$ cat config.mk
export PLATFORM = sky130hd
export DESIGN_NAME = switch_event_arbiter_flat
export DESIGN_NICKNAME = d
export VERILOG_FILES = /design/src/rtl/switches_pkg.sv /design/src/rtl/switch_event_arbiter_if.sv /design/src/rtl/switch_debouncer.sv /design/src/rtl/switch_event_arbiter.sv /design/src/flat_wrapper.sv
export SDC_FILE = /design/constraint.sdc
export NUM_CORES = 1
export LEC_CHECK = 0
export BUFFER_PORTS_ARGS = -buffer_cell sky130_fd_sc_hd__buf_2
export CAP_MARGIN = 0
export CORE_ASPECT_RATIO = 1.2
export CORE_MARGIN = 2
export CORE_UTILIZATION = 43
export CTS_BUF_LIST = sky130_fd_sc_hd__clkbuf_2
export DETAILED_ROUTE_END_ITERATION = 10
export PLACE_DENSITY_LB_ADDON = 0.3
export SETUP_SLACK_MARGIN = 0.3
export SYNTH_ARGS = -nofsm -noshare
export SYNTH_HDL_FRONTEND = slang
export SYNTH_SLANG_ARGS = --single-unit
$ cat constraint.sdc
create_clock -name clk -period 6.7 [get_ports clk]
set_clock_uncertainty 0.2 [all_clocks]
set_input_delay 1.675 -clock clk [delete_from_list [all_inputs] [get_ports clk]]
set_output_delay 1.675 -clock clk [all_outputs]
set_load 0.005 [all_outputs]
$ cat src/rtl/switches_pkg.sv
`default_nettype none
// ============================================================================
//  Module      : switches_pkg
//  Description : Shared constants, event record type and a lowest-set-bit
//                helper for the player switch front end.
//  Revision    : 1.0 - initial release
// ============================================================================
package switches_pkg;

    localparam int NUM_SWITCHES = 8;
    localparam int IDX_W        = 3;
    localparam int CNT_W        = 4;

    localparam logic PLAYER_P1 = 1'b0;
    localparam logic PLAYER_P2 = 1'b1;

    // One queued/in-flight switch event.
    typedef struct packed {
        logic             player;
        logic [IDX_W-1:0] index;
        logic             pressed;
    } evt_t;

    // Index of the lowest set bit; 0 when the vector is empty.
    function automatic logic [IDX_W-1:0] lowest_index(input logic [NUM_SWITCHES-1:0] v);
        lowest_index = '0;
        for (int i = NUM_SWITCHES - 1; i >= 0; i--) begin
            if (v[i]) begin
                lowest_index = IDX_W'(i);
            end
        end
    endfunction

endpackage
`default_nettype wire

$ cat src/rtl/switch_event_arbiter_if.sv
`default_nettype none
// ============================================================================
//  Module      : switch_event_arbiter_if
//  Description : Valid/ready event port carrying {player, index, pressed}.
//                master = event producer (arbiter), slave = game logic.
//  Ports       : evt_valid, evt_ready, evt_player, evt_index, evt_pressed
//  Revision    : 1.0 - initial release
// ============================================================================
interface switch_event_arbiter_if;
    import switches_pkg::*;

    logic             evt_valid;
    logic             evt_ready;
    logic             evt_player;
    logic [IDX_W-1:0] evt_index;
    logic             evt_pressed;

    modport master (
        output evt_valid,
        output evt_player,
        output evt_index,
        output evt_pressed,
        input  evt_ready
    );

    modport slave (
        input  evt_valid,
        input  evt_player,
        input  evt_index,
        input  evt_pressed,
        output evt_ready
    );

endinterface
`default_nettype wire

$ cat src/rtl/switch_debouncer.sv
`default_nettype none
// ============================================================================
//  Module      : switch_debouncer
//  Description : One 8-bit switch bank: 2-flop synchroniser, per-bit
//                tick-counted debounce, debounced level register and a
//                one-cycle edge strobe with the new level as direction.
//  Ports       : clk, reset (async, active-low), sample_tick,
//                i_switches (raw), o_db (debounced), o_edge (strobe,
//                coincides with the db update), o_dir (level being accepted)
//  Revision    : 1.0 - initial release
// ============================================================================
module switch_debouncer
    import switches_pkg::*;
#(
    parameter int STABLE = 3
) (
    input  wire logic                    clk,
    input  wire logic                    reset,
    input  wire logic                    sample_tick,
    input  wire logic [NUM_SWITCHES-1:0] i_switches,
    output logic      [NUM_SWITCHES-1:0] o_db,
    output logic      [NUM_SWITCHES-1:0] o_edge,
    output logic      [NUM_SWITCHES-1:0] o_dir
);

    logic [NUM_SWITCHES-1:0]            meta_q;
    logic [NUM_SWITCHES-1:0]            sync_q;
    logic [NUM_SWITCHES-1:0]            db_q;
    logic [NUM_SWITCHES-1:0]            db_d;
    logic [NUM_SWITCHES-1:0][CNT_W-1:0] cnt_q;
    logic [NUM_SWITCHES-1:0][CNT_W-1:0] cnt_d;
    logic [NUM_SWITCHES-1:0]            edge_w;

    // Counter only advances while the synchronised level disagrees with the
    // debounced one; any agreement restarts the stability window.
    always_comb begin
        db_d   = db_q;
        cnt_d  = cnt_q;
        edge_w = '0;
        for (int i = 0; i < NUM_SWITCHES; i++) begin
            if (sync_q[i] == db_q[i]) begin
                cnt_d[i] = '0;
            end else if (sample_tick) begin
                if (cnt_q[i] == CNT_W'(STABLE - 1)) begin
                    db_d[i]   = sync_q[i];
                    cnt_d[i]  = '0;
                    edge_w[i] = 1'b1;
                end else begin
                    cnt_d[i] = cnt_q[i] + 1'b1;
                end
            end
        end
    end

    always_ff @(posedge clk or negedge reset) begin
        if (!reset) begin
            meta_q <= '0;
            sync_q <= '0;
            db_q   <= '0;
            cnt_q  <= '0;
        end else begin
            meta_q <= i_switches;
            sync_q <= meta_q;
            db_q   <= db_d;
            cnt_q  <= cnt_d;
        end
    end

    assign o_db   = db_q;
    assign o_edge = edge_w;
    assign o_dir  = sync_q;

endmodule
`default_nettype wire

$ cat src/rtl/switch_event_arbiter.sv
`default_nettype none
// ============================================================================
//  Module      : switch_event_arbiter
//  Description : Debounces two player switch banks, queues one pending event
//                per switch bit and arbitrates them round-robin between
//                players onto a single valid/ready event port.
//  Ports       : clk, reset (async, active-low), sample_tick,
//                switches_p1/p2 (raw), db_p1/p2 (debounced levels),
//                evt (event port, master side)
//  Revision    : 1.0 - initial release
// ============================================================================
module switch_event_arbiter
    import switches_pkg::*;
#(
    parameter int STABLE = 3
) (
    input  wire logic                    clk,
    input  wire logic                    reset,
    input  wire logic                    sample_tick,
    input  wire logic [NUM_SWITCHES-1:0] switches_p1,
    input  wire logic [NUM_SWITCHES-1:0] switches_p2,
    output logic      [NUM_SWITCHES-1:0] db_p1,
    output logic      [NUM_SWITCHES-1:0] db_p2,
    switch_event_arbiter_if.master       evt
);

    localparam int NUM_SLOTS = 2 * NUM_SWITCHES;

    // Slot numbering: {player, index}; player 1 in [7:0], player 2 in [15:8].
    logic [NUM_SLOTS-1:0] edge_w;
    logic [NUM_SLOTS-1:0] dir_new_w;
    logic [NUM_SLOTS-1:0] pending_q, pending_d;
    logic [NUM_SLOTS-1:0] dir_q, dir_d;
    logic                 last_player_q, last_player_d;
    logic                 valid_q, valid_d;
    evt_t                 evt_q, evt_d;

    logic                    w_any_p1;
    logic                    w_any_p2;
    logic                    w_loadable;
    logic                    w_pick;
    logic [NUM_SWITCHES-1:0] w_bank;
    logic [IDX_W-1:0]        w_idx;
    logic [IDX_W:0]          w_slot;
    logic [NUM_SLOTS-1:0]    w_clr;

    switch_debouncer #(.STABLE(STABLE)) u_deb_p1 (
        .clk         (clk),
        .reset       (reset),
        .sample_tick (sample_tick),
        .i_switches  (switches_p1),
        .o_db        (db_p1),
        .o_edge      (edge_w[NUM_SWITCHES-1:0]),
        .o_dir       (dir_new_w[NUM_SWITCHES-1:0])
    );

    switch_debouncer #(.STABLE(STABLE)) u_deb_p2 (
        .clk         (clk),
        .reset       (reset),
        .sample_tick (sample_tick),
        .i_switches  (switches_p2),
        .o_db        (db_p2),
        .o_edge      (edge_w[NUM_SLOTS-1:NUM_SWITCHES]),
        .o_dir       (dir_new_w[NUM_SLOTS-1:NUM_SWITCHES])
    );

    assign w_any_p1   = |pending_q[NUM_SWITCHES-1:0];
    assign w_any_p2   = |pending_q[NUM_SLOTS-1:NUM_SWITCHES];
    assign w_loadable = !valid_q || evt.evt_ready;
    // On a tie, alternate away from the player served last.
    assign w_pick     = (w_any_p1 && w_any_p2) ? ~last_player_q
                                               : (w_any_p2 ? PLAYER_P2 : PLAYER_P1);
    assign w_bank     = w_pick ? pending_q[NUM_SLOTS-1:NUM_SWITCHES]
                               : pending_q[NUM_SWITCHES-1:0];
    assign w_idx      = lowest_index(w_bank);
    assign w_slot     = {w_pick, w_idx};

    always_comb begin
        valid_d       = valid_q;
        evt_d         = evt_q;
        last_player_d = last_player_q;
        w_clr         = '0;
        if (w_loadable) begin
            if (w_any_p1 || w_any_p2) begin
                valid_d       = 1'b1;
                evt_d.player  = w_pick;
                evt_d.index   = w_idx;
                evt_d.pressed = dir_q[w_slot];
                w_clr[w_slot] = 1'b1;
                last_player_d = w_pick;
            end else begin
                valid_d = 1'b0;
            end
        end
        // A fresh edge re-arms its slot even if that slot is being loaded now,
        // and its direction always reflects the most recent debounced level.
        pending_d = (pending_q & ~w_clr) | edge_w;
        dir_d     = (dir_q & ~edge_w) | (dir_new_w & edge_w);
    end

    always_ff @(posedge clk or negedge reset) begin
        if (!reset) begin
            pending_q     <= '0;
            dir_q         <= '0;
            last_player_q <= PLAYER_P2;
            valid_q       <= 1'b0;
            evt_q         <= '0;
        end else begin
            pending_q     <= pending_d;
            dir_q         <= dir_d;
            last_player_q <= last_player_d;
            valid_q       <= valid_d;
            evt_q         <= evt_d;
        end
    end

    assign evt.evt_valid   = valid_q;
    assign evt.evt_player  = evt_q.player;
    assign evt.evt_index   = evt_q.index;
    assign evt.evt_pressed = evt_q.pressed;

endmodule
`default_nettype wire
$ cat src/flat_wrapper.sv
// flat-port wrapper written by rule: the top's interface ports become plain ports
module switch_event_arbiter_flat import switches_pkg::*;
#(
    parameter int STABLE = 3
)
  (clk, reset, sample_tick, switches_p1, switches_p2, db_p1, db_p2, evt_evt_valid, evt_evt_player, evt_evt_index, evt_evt_pressed, evt_evt_ready);
  switch_event_arbiter_if evt_i ();
  input  wire logic clk;
  input  wire logic reset;
  input  wire logic sample_tick;
  input  wire logic [NUM_SWITCHES-1:0] switches_p1;
  input  wire logic [NUM_SWITCHES-1:0] switches_p2;
  output logic      [NUM_SWITCHES-1:0] db_p1;
  output logic      [NUM_SWITCHES-1:0] db_p2;
  output wire logic [$bits(evt_i.evt_valid)-1:0] evt_evt_valid;
  output wire logic [$bits(evt_i.evt_player)-1:0] evt_evt_player;
  output wire logic [$bits(evt_i.evt_index)-1:0] evt_evt_index;
  output wire logic [$bits(evt_i.evt_pressed)-1:0] evt_evt_pressed;
  input wire logic [$bits(evt_i.evt_ready)-1:0] evt_evt_ready;
  assign evt_evt_valid = evt_i.evt_valid;
  assign evt_evt_player = evt_i.evt_player;
  assign evt_evt_index = evt_i.evt_index;
  assign evt_evt_pressed = evt_i.evt_pressed;
  assign evt_i.evt_ready = evt_evt_ready;
  switch_event_arbiter #(.STABLE(STABLE)) u_core (.clk(clk), .reset(reset), .sample_tick(sample_tick), .switches_p1(switches_p1), .switches_p2(switches_p2), .db_p1(db_p1), .db_p2(db_p2), .evt(evt_i));
endmodule
# Word level (Yosys, flattened, before mapping)
# Index checks and enable logic that the tools add are counted.
classes:
  add_sub_neg: 16
  n_lt_le_gt_ge: 2
  eq_ne: 32
  mux: 114
  bitwise_logic: 24
  reduce_logical: 40
op_table:
  columns: ["cell", "count"]
  rows:
  - ["two-way mux 4 bit", 48]
  - ["adder 4 x 1 -> 4 bit (second input constant)", 16]
  - ["== test 4 x 2 -> 1 bit (second input constant)", 16]
  - ["two-way mux 1 bit", 53]
  - ["bitwise AND 16 bit", 3]
  - ["AND reduction 3 bit", 16]
  - ["two-way mux 16 bit", 2]
  - ["NOT 16 bit", 2]
  - ["bitwise OR 16 bit", 2]
  - ["nonzero test 2 bit", 16]
  - ["two-way mux 3 bit", 8]
  - ["NOT 1 bit", 17]
  - ["== test 1 bit", 16]
  - ["OR reduction 8 bit", 2]
  - ["two-way mux 8 bit", 1]
  - ["less-than comparator 4 x 5 -> 1 bit (second input constant)", 1]
  - ["binary-select mux 1 bit (select 4 bit)", 1]
  - ["demux 1 bit (select 4 bit)", 1]
  - ["greater-or-equal comparator 4 x 1 -> 1 bit (second input constant)", 1]
  - ["logical AND 1 bit", 2]
  - ["logical OR 1 bit", 2]
  - ["AND reduction 2 bit", 1]
  - ["zero test 1 bit", 1]
word_totals:
  register_bits: 151
  out_inout_bits: 22
  elab_cells: 271

# Longest topological paths before layout
# Gate-level depths: netlist of the first run.
depth:
  word_depth: 21
  depth_mapped: 8
  depth_no_buf: 7

# By module
# A second synthesis of the first run with hierarchy kept.
unflattened:
  hier_cells: 645
  area_unflattened_um2: 7070.5
modules_own_cells:
  columns: ["module", "n_inst", "cells_each", "area_per_inst_um2", "seq_area_each_um2"]
  rows:
  - ["switch_debouncer", 2, 230, 2518.7, 1401.3]
  - ["switch_event_arbiter", 1, 185, 2033.2, 977.2]

# Least setup slack after synthesis of the first run
# Ideal clock, no wire load.
synth_timing:
  kind: "input port to flip-flop"
  start: "input evt_evt_ready"
  end: "register u_core.pending_q[12]"
  setup_time_ns: 0.124
  arrival_ns: 2.604
  t_required_ns: 6.376
  path_slack_ns: 3.772
  path_stages: 6
  path_buffers: 1
  path_cell_list: "inv_1 -> a21oi_1 -> clkbuf_1 -> nand3_1 -> o31ai_1 -> nand2_1"
synth_between:
  elab_chain_len: 5
synth_rtl:
  columns: ["element", "line", "text"]
  rows:
  - ["start, declared", "flat_wrapper.sv:19", "input wire logic [$bits(evt_i.evt_ready)-1:0] evt_evt_ready;"]
  - ["logical OR 1 bit", "switch_event_arbiter.sv:69", "assign w_loadable = !valid_q || evt.evt_ready;"]
  - ["two-way mux 16 bit", "switch_event_arbiter.sv:83", "if (w_loadable) begin"]
  - ["NOT 16 bit", "switch_event_arbiter.sv:97", "pending_d = (pending_q & ~w_clr) | edge_w;"]
  - ["bitwise AND 16 bit", "switch_event_arbiter.sv:97", null]
  - ["bitwise OR 16 bit", "switch_event_arbiter.sv:97", null]
  - ["net u_core.pending_d[12]", "switch_event_arbiter.sv:32", "logic [NUM_SLOTS-1:0] pending_q, pending_d;"]
  - ["end signal, assigned", "switch_event_arbiter.sv:109", "pending_q <= pending_d;"]
  - ["end, declared", "switch_event_arbiter.sv:32", null]
# The timed path passes the listed nets, and every way through them passes these cells.
# A chain may end at the register's enable or synchronous reset.

# Worst setup path after layout of the first run
layout_timing:
  start: "register u_core.u_deb_p1.db_q[1], in the netlist u_core.u_deb_p1.o_db[1]"
  end: "output db_p1[1]"
layout_rtl:
  columns: ["element", "line", "text"]
  rows:
  - ["start, declared", "switch_debouncer.sv:28", "logic [NUM_SWITCHES-1:0] db_q;"]
  - ["start signal, assigned", "switch_debouncer.sv:59", "db_q <= '0;"]
  - ["start signal, assigned", "switch_debouncer.sv:64", "db_q <= db_d;"]
  - ["end, declared", "flat_wrapper.sv:13", "output logic [NUM_SWITCHES-1:0] db_p1;"]
# No word-level cell between the ends.

==> reports/results.ini, run 1 <==
[setup_path]
rr_endpoint = u_core.evt.evt_pressed
rr_startpoint = u_core.pending_q[7]
worstSetupStartpointType = register
critPathTopFamily = flip-flops
max_stage_delay_ns = 0.46
critPathKind = register to output pin
crit_chain = buf_2
reg2reg_depth = 7
worstPathRequired_ns = 4.83
end_kind = output pin
regToRegSetupSlack_ns = 3.59
slowest_stage = dfrtp_1
crit_buf_inv = 1
arrival_ns = 1.33
cp_max_fo = 3

[synth]
mappedNetlistNets = 694
synth-edff-count = 0
synth_area_sq_mm = 0.00694
yosys.area.top_type_share_pct = 54.1
yosysSeqAreaShare_pct = 54.5
synth_ff_type = dfrtp_1
ys_async_sr_fraction_pct = 100
yosysTopAreaCell = dfrtp_1
yosys_register_bits = 151
synth_cells = 642
ys_warn_count = 0
yosys-top-cells-area = dfrtp_1, mux2_2, ha_1
avgSynthCellArea_sq_um = 10.8
synthDistinctLibCells = 45

[worst_hold_path]
hp-class = register to register
whs_path_depth = 0
min_to = u_core.u_deb_p2.o_dir[3]
hold_start = u_core.u_deb_p2.meta_q[3]

[placement]
dp_hpwl_mm = 9.96
gp_congestion = 0.898
io_buffer_count = 41
post-place-ws_ns = 2.77

[clock_tree]
numCtsBuffers = 17
clk_latency_ns = 0.73
cts_setup_buffers = 0
clockBufferDepth = 2
tritoncts = yes
h-tree-depth = 4
clkTransAtPathRegs_ns = 0.23
clock_sinks = 151
cts_hold_buf = 0
post_cts_resized = 0
cts_root_buf = clkbuf_2

[grt]
grt.overflow.total = 0
grt_pass1_wl_mm = 24.1
track_usage_pct = 17.9
grt_pass1_vias = 4948
grt_max_degree = 91
antenna_found_initial = 1

[routing]
vias_per_cell = 5.34
ant_nets = 0
routedWlPerCell_um = 15.4
drc_errors = 0
drtIter0Drc = 398
drtPass1Iterations = 5
vias = 4895
routed_wl_mm = 14.1

[power_and_ir_drop]
leakagePower_nw = 3.49
power_density_mw_per_mm2 = 413
peakVddDrop_mv = 0.142

[timing]
final-hold-violation-count = 0
fin_crit_sh_pct = 47.8
setup_violations = 0
worst_slack_ns = 3.50
period_minus_slack_ns = 3.20
relSlewSlack_pct = 25.9
tns_ns = 0
grt_setup_unrepaired = no
fmax_mhz = 312
slew_viol_final = 0
worst_pin_slew_ns = 1.11

[floorplanning]
die_x_um = 120
coreArea_sq_mm = 0.0157
die_y_um = 143
rows = 50
dieArea_sq_mm = 0.0172
ioPinCount = 42
initial_core_util_pct = 44.2

[outcome]
status = finished clean

[flow_run]
drv_cap = 0

[layout]
layout_common_cells = dfrtp_1, nand2_1, o21ai_0
layout_commonest_cell = dfrtp_1
drive_gt1_share_pct = 17.3
nFillCells = 1420
nets = 746
area_delta_synth_final_pct = 10.6

==> logic make-up (layout without fill, tap and decap cells) <==
group	count (synthesis)	after routing	synth area share, %
adder cells (fa/ha/maj)	32	32	5.77
buffers and inverters	52	117	2.92
XOR/XNOR	16	16	2.02
AND/OR/NAND/NOR	211	211	15.0
AO/OA/AOI/OAI	142	142	13.5
multiplexers	38	38	6.31
flip-flops	151	151	54.5
other	0	1	0
==> report_power, final <==
| part | switching, mW | leakage (nW) | internal [mW] |
|---|---|---|---|
| Sequential | 0.251 | 1.94 | 1.17 |
| Clock | 0.326 | 0.166 | 0.284 |
| Combinational | 0.678 | 1.38 | 0.464 |
==> synth_stat cells, types with 3 or more instances <==
library cell and instances:
a21oi_1 3, and2_1 17, clkbuf_1 7, dfrtp_1 150, ha_1 32, inv_1 43
mux2_2 36, nand2_1 72, nand3_1 38, nand4_1 17, nor2_1 29, nor2b_1 17
nor3_1 4, nor4_1 4, o211ai_1 19, o21ai_0 65, o31ai_1 39, or4_1 3
xor2_1 16
==> worst register-to-register path, delay by kind of cell (launching register included) <==
family	cells	cell delay, ns
mux	1	0.37
simple gates	4	1.52
flops	1	0.46
compound gates	2	0.47
==> worst max-delay path by stage <==
stage	startpoint	to	slack [ns]	cells past startpoint
floorplan	evt_evt_ready	u_core.pending_q[12]	3.77	6
global placement	evt_evt_ready	u_core.pending_q[8]	2.88	7
detailed placement	sample_tick	u_core.u_deb_p2.cnt_q[7]	2.77	5
CTS	u_core.u_deb_p1.o_db[1]	db_p1[1]	3.40	1
global route	u_core.u_deb_p1.o_db[1]	db_p1[1]	3.38	1
finish	u_core.u_deb_p1.o_db[1]	db_p1[1]	3.50	1
==> through the flow <==
stage          power (mW)  hold WS [ns]  cells  instance area (sq um)  utilization [%]
3_5_place_dp         2.58         0.135    883                   7370             47.0
3_3_place_gp         2.53         0.132    883                   7370             47.0
5_1_grt              3.43         0.188    916                   7670             48.9
4_1_cts              3.20         0.171    915                   7670             48.9
2_1_floorplan        2.20         0.131    642                   6940                -
6_report             3.17         0.155    916                   7670             48.9
==> layer usage <==
layer | up-vias | routed length [um] | track usage, %
met5 | - | 0 | 0
li1 | 2395 | - | -
met4 | 0 | 247 | 6.93
met2 | 98 | 7100 | 30.1
met1 | 2384 | 6250 | 22.2
met3 | 18 | 490 | 4.35
==> final cells by class <==
cell class | count | area (sq um) | share of cell area, %
clock inverters | 13 | 203 | 2.64
multi-input cells | 439 | 2950 | 38.5
flip-flops and latches | 151 | 3780 | 49.3
well taps | 208 | 260 | 3.39
inverters | 43 | 161 | 2.10
diodes | 1 | 2.50 | 0.0326
repair buffers | 42 | 219 | 2.85
clock buffers | 19 | 95.1 | 1.24
Note: power is estimated with default switching activity, not from simulation.
==> run 2, diff against run 1 <==
Clock period 6.7 ns to 3.4 ns, I/O delays scaled along.
==> run 2 against run 1 <==
  * Non-clock buffer count rose by 26
  * Via count is 3.1% higher
  * Final area up 2.8%
  * Sequential share of layout area down 1.3 points
  * Worst setup slack got worse by 3.0 ns
  * Wire length is 3.0% higher
  * Critical path depth rose by 7
  * Final cell count grew 2.8%
  * Core utilization up 1.4 points
  * Total power increased by 97%
  * Highest routed layer unchanged
==> reports/results.ini, run 2 (synthesis results as in run 1) <==
[grt]
grt_pass1_vias = 5082  ; +2.7%
antenna_found_initial = 1  ; unchanged
grt_pass1_wl_mm = 24.6  ; +2.1%
track_usage_pct = 18.5  ; +0.59 points
grt.overflow.total = 0  ; unchanged
grt_max_degree = 54  ; -41%

[placement]
io_buffer_count = 41  ; unchanged
post-place-ws_ns = 0.470  ; -2.30 ns
dpl_cell_area_sq_mm = 0.00745  ; +1.1%
gp_congestion = 0.976  ; +8.7%
dp_hpwl_mm = 10.5  ; +5.6%

[power_and_ir_drop]
peakVddDrop_mv = 0.287  ; +100%
leakagePower_nw = 3.60  ; +3.0%
power_density_mw_per_mm2 = 790  ; +91%
total_power_mw = 6.23  ; +97%

[setup_path]
rr_startpoint = u_core.pending_q[2]
critPathKind = register to register
end_kind = register
arrival_ns = 3.36  ; +2.03 ns
reg2reg_depth = 8  ; +1
worstPathRequired_ns = 3.81  ; -1.02 ns
worstSetupStartpointType = register
cp_max_fo = 9  ; +6
rr_endpoint = u_core.pending_q[8]
regToRegSetupSlack_ns = 0.45  ; -3.14 ns

[clock_tree]
cts_root_buf = clkbuf_2
clock_sinks = 151  ; unchanged
clk_latency_ns = 0.73  ; about the same
numCtsBuffers = 17  ; unchanged
tritoncts = yes
clockBufferDepth = 2  ; unchanged
h-tree-depth = 4  ; unchanged
clkTransAtPathRegs_ns = 0.22  ; about the same

[layout]
nets = 772  ; +3.5%
nFillCells = 1416  ; -0.28%
final_cell_area_sq_mm = 0.00789  ; +2.8%
layout_common_cells = dfrtp_1, nand2_1, o21ai_0
drive_gt1_share_pct = 18.3  ; +1.0 points
area_delta_synth_final_pct = 13.7
layout_commonest_cell = dfrtp_1

[worst_hold_path]
whs_path_depth = 2  ; +2
hp-class = primary input to register
min_to = u_core.evt.evt_valid
hold_start = evt_evt_ready

[floorplanning]
die_y_um = 143  ; unchanged
die_x_um = 120  ; unchanged
ioPinCount = 42  ; unchanged
dieArea_sq_mm = 0.0172  ; unchanged
coreArea_sq_mm = 0.0157  ; unchanged
rows = 50  ; unchanged
initial_core_util_pct = 44.2  ; unchanged

[timing]
setup_violations = 0  ; unchanged
relSlewSlack_pct = 33.0  ; +7.1 points
slew_viol_final = 0  ; unchanged
period_minus_slack_ns = 2.95
tns_ns = 0  ; unchanged
worst_slack_ns = 0.454  ; -3.05 ns
worst_pin_slew_ns = 1.01  ; -0.105 ns
final-hold-violation-count = 0  ; unchanged
fmax_mhz = 339
grt_setup_unrepaired = no
fin_crit_sh_pct = 86.7

[routing]
routed_wl_mm = 14.5  ; +3.0%
vias_per_cell = 5.36  ; +0.24%
ant_nets = 0  ; unchanged
drtIter0Drc = 311  ; -22%
drtPass1Iterations = 7  ; +2
vias = 5046  ; +3.1%
routedWlPerCell_um = 15.4  ; +0.14%
drc_errors = 0  ; unchanged

[outcome]
status = finished clean

[flow_run]
drv_cap = 0  ; unchanged

-- run 2: changes by cell type in the layout (fill, tap and decap cells not counted), moves of 2 or more --
cell / change
bufinv_16: -2
dlygate4sd3_1: +17
clkinv_2: +2
clkinv_1: -2
buf_4: +8
clkinv_4: +2
-- run 2: report_power, final --
group          switching (mW)  internal, mW  total, mW
Combinational            1.37         0.992       2.37
Sequential              0.505          2.30       2.80
Clock                   0.647         0.417       1.06
Total                    2.53          3.71       6.23
-- run 2: through the flow --
step	utilization (%)	instances	hold slack, ns
floorplan	-	642	0.131
global placement	47.5	892	0.132
detailed placement	47.5	892	0.135
CTS	50.2	941	0.0482
global route	50.2	942	0.0413
finish	50.2	942	0.143
-- run 2: layer usage --
metal  share of wire (%)  vias up  track usage (%)
li1                    -     2439                -
met1                  44     2461             22.8
met2                  50      115             30.2
met3                 3.3       31             4.39
met4                 3.0        0             9.29
met5                   0        -                0
-- run 2: final cells by class --
| type | count | area [sq um] | area share, % |
|---|---|---|---|
| flip-flops and latches | 151 | 3780 | 47.9 |
| clock buffers | 20 | 100 | 1.27 |
| well taps | 208 | 260 | 3.30 |
| clock inverters | 12 | 154 | 1.95 |
| diodes | 1 | 2.50 | 0.0317 |
| inverters | 43 | 161 | 2.05 |
| repair buffers | 68 | 469 | 5.95 |
| multi-input cells | 439 | 2960 | 37.5 |
-- run 2: how the worst max path moves through the flow --
stage	slack (ns)	startpoint	cells after the start	endpoint
floorplan	0.70	u_core.pending_q[2]	8	u_core.evt.evt_pressed
global placement	0.55	u_core.pending_q[2]	7	u_core.evt.evt_pressed
detailed placement	0.47	evt_evt_ready	7	u_core.pending_q[8]
CTS	0.48	u_core.pending_q[2]	8	u_core.evt.evt_pressed
global route	0.33	u_core.pending_q[2]	8	u_core.pending_q[8]
finish	0.45	u_core.pending_q[2]	8	u_core.pending_q[8]
-- run 2: timing repair --
item	in CTS	in global routing
endpoints found under the hold margin	65	0
endpoints found under the setup margin	0	1
hold buffers	17	0
gates resized for setup	0	1
buffers inserted	0	0
-- run 2: critical path, stage by stage (launching register included) --
cell and delay, ns:
dfrtp_1 0.50, or4_4 0.58, o21a_1 0.22, buf_4 0.17, nor2_2 0.33, nand2_1 0.15
or2_2 0.36, o31ai_1 0.24, nand2_1 0.08
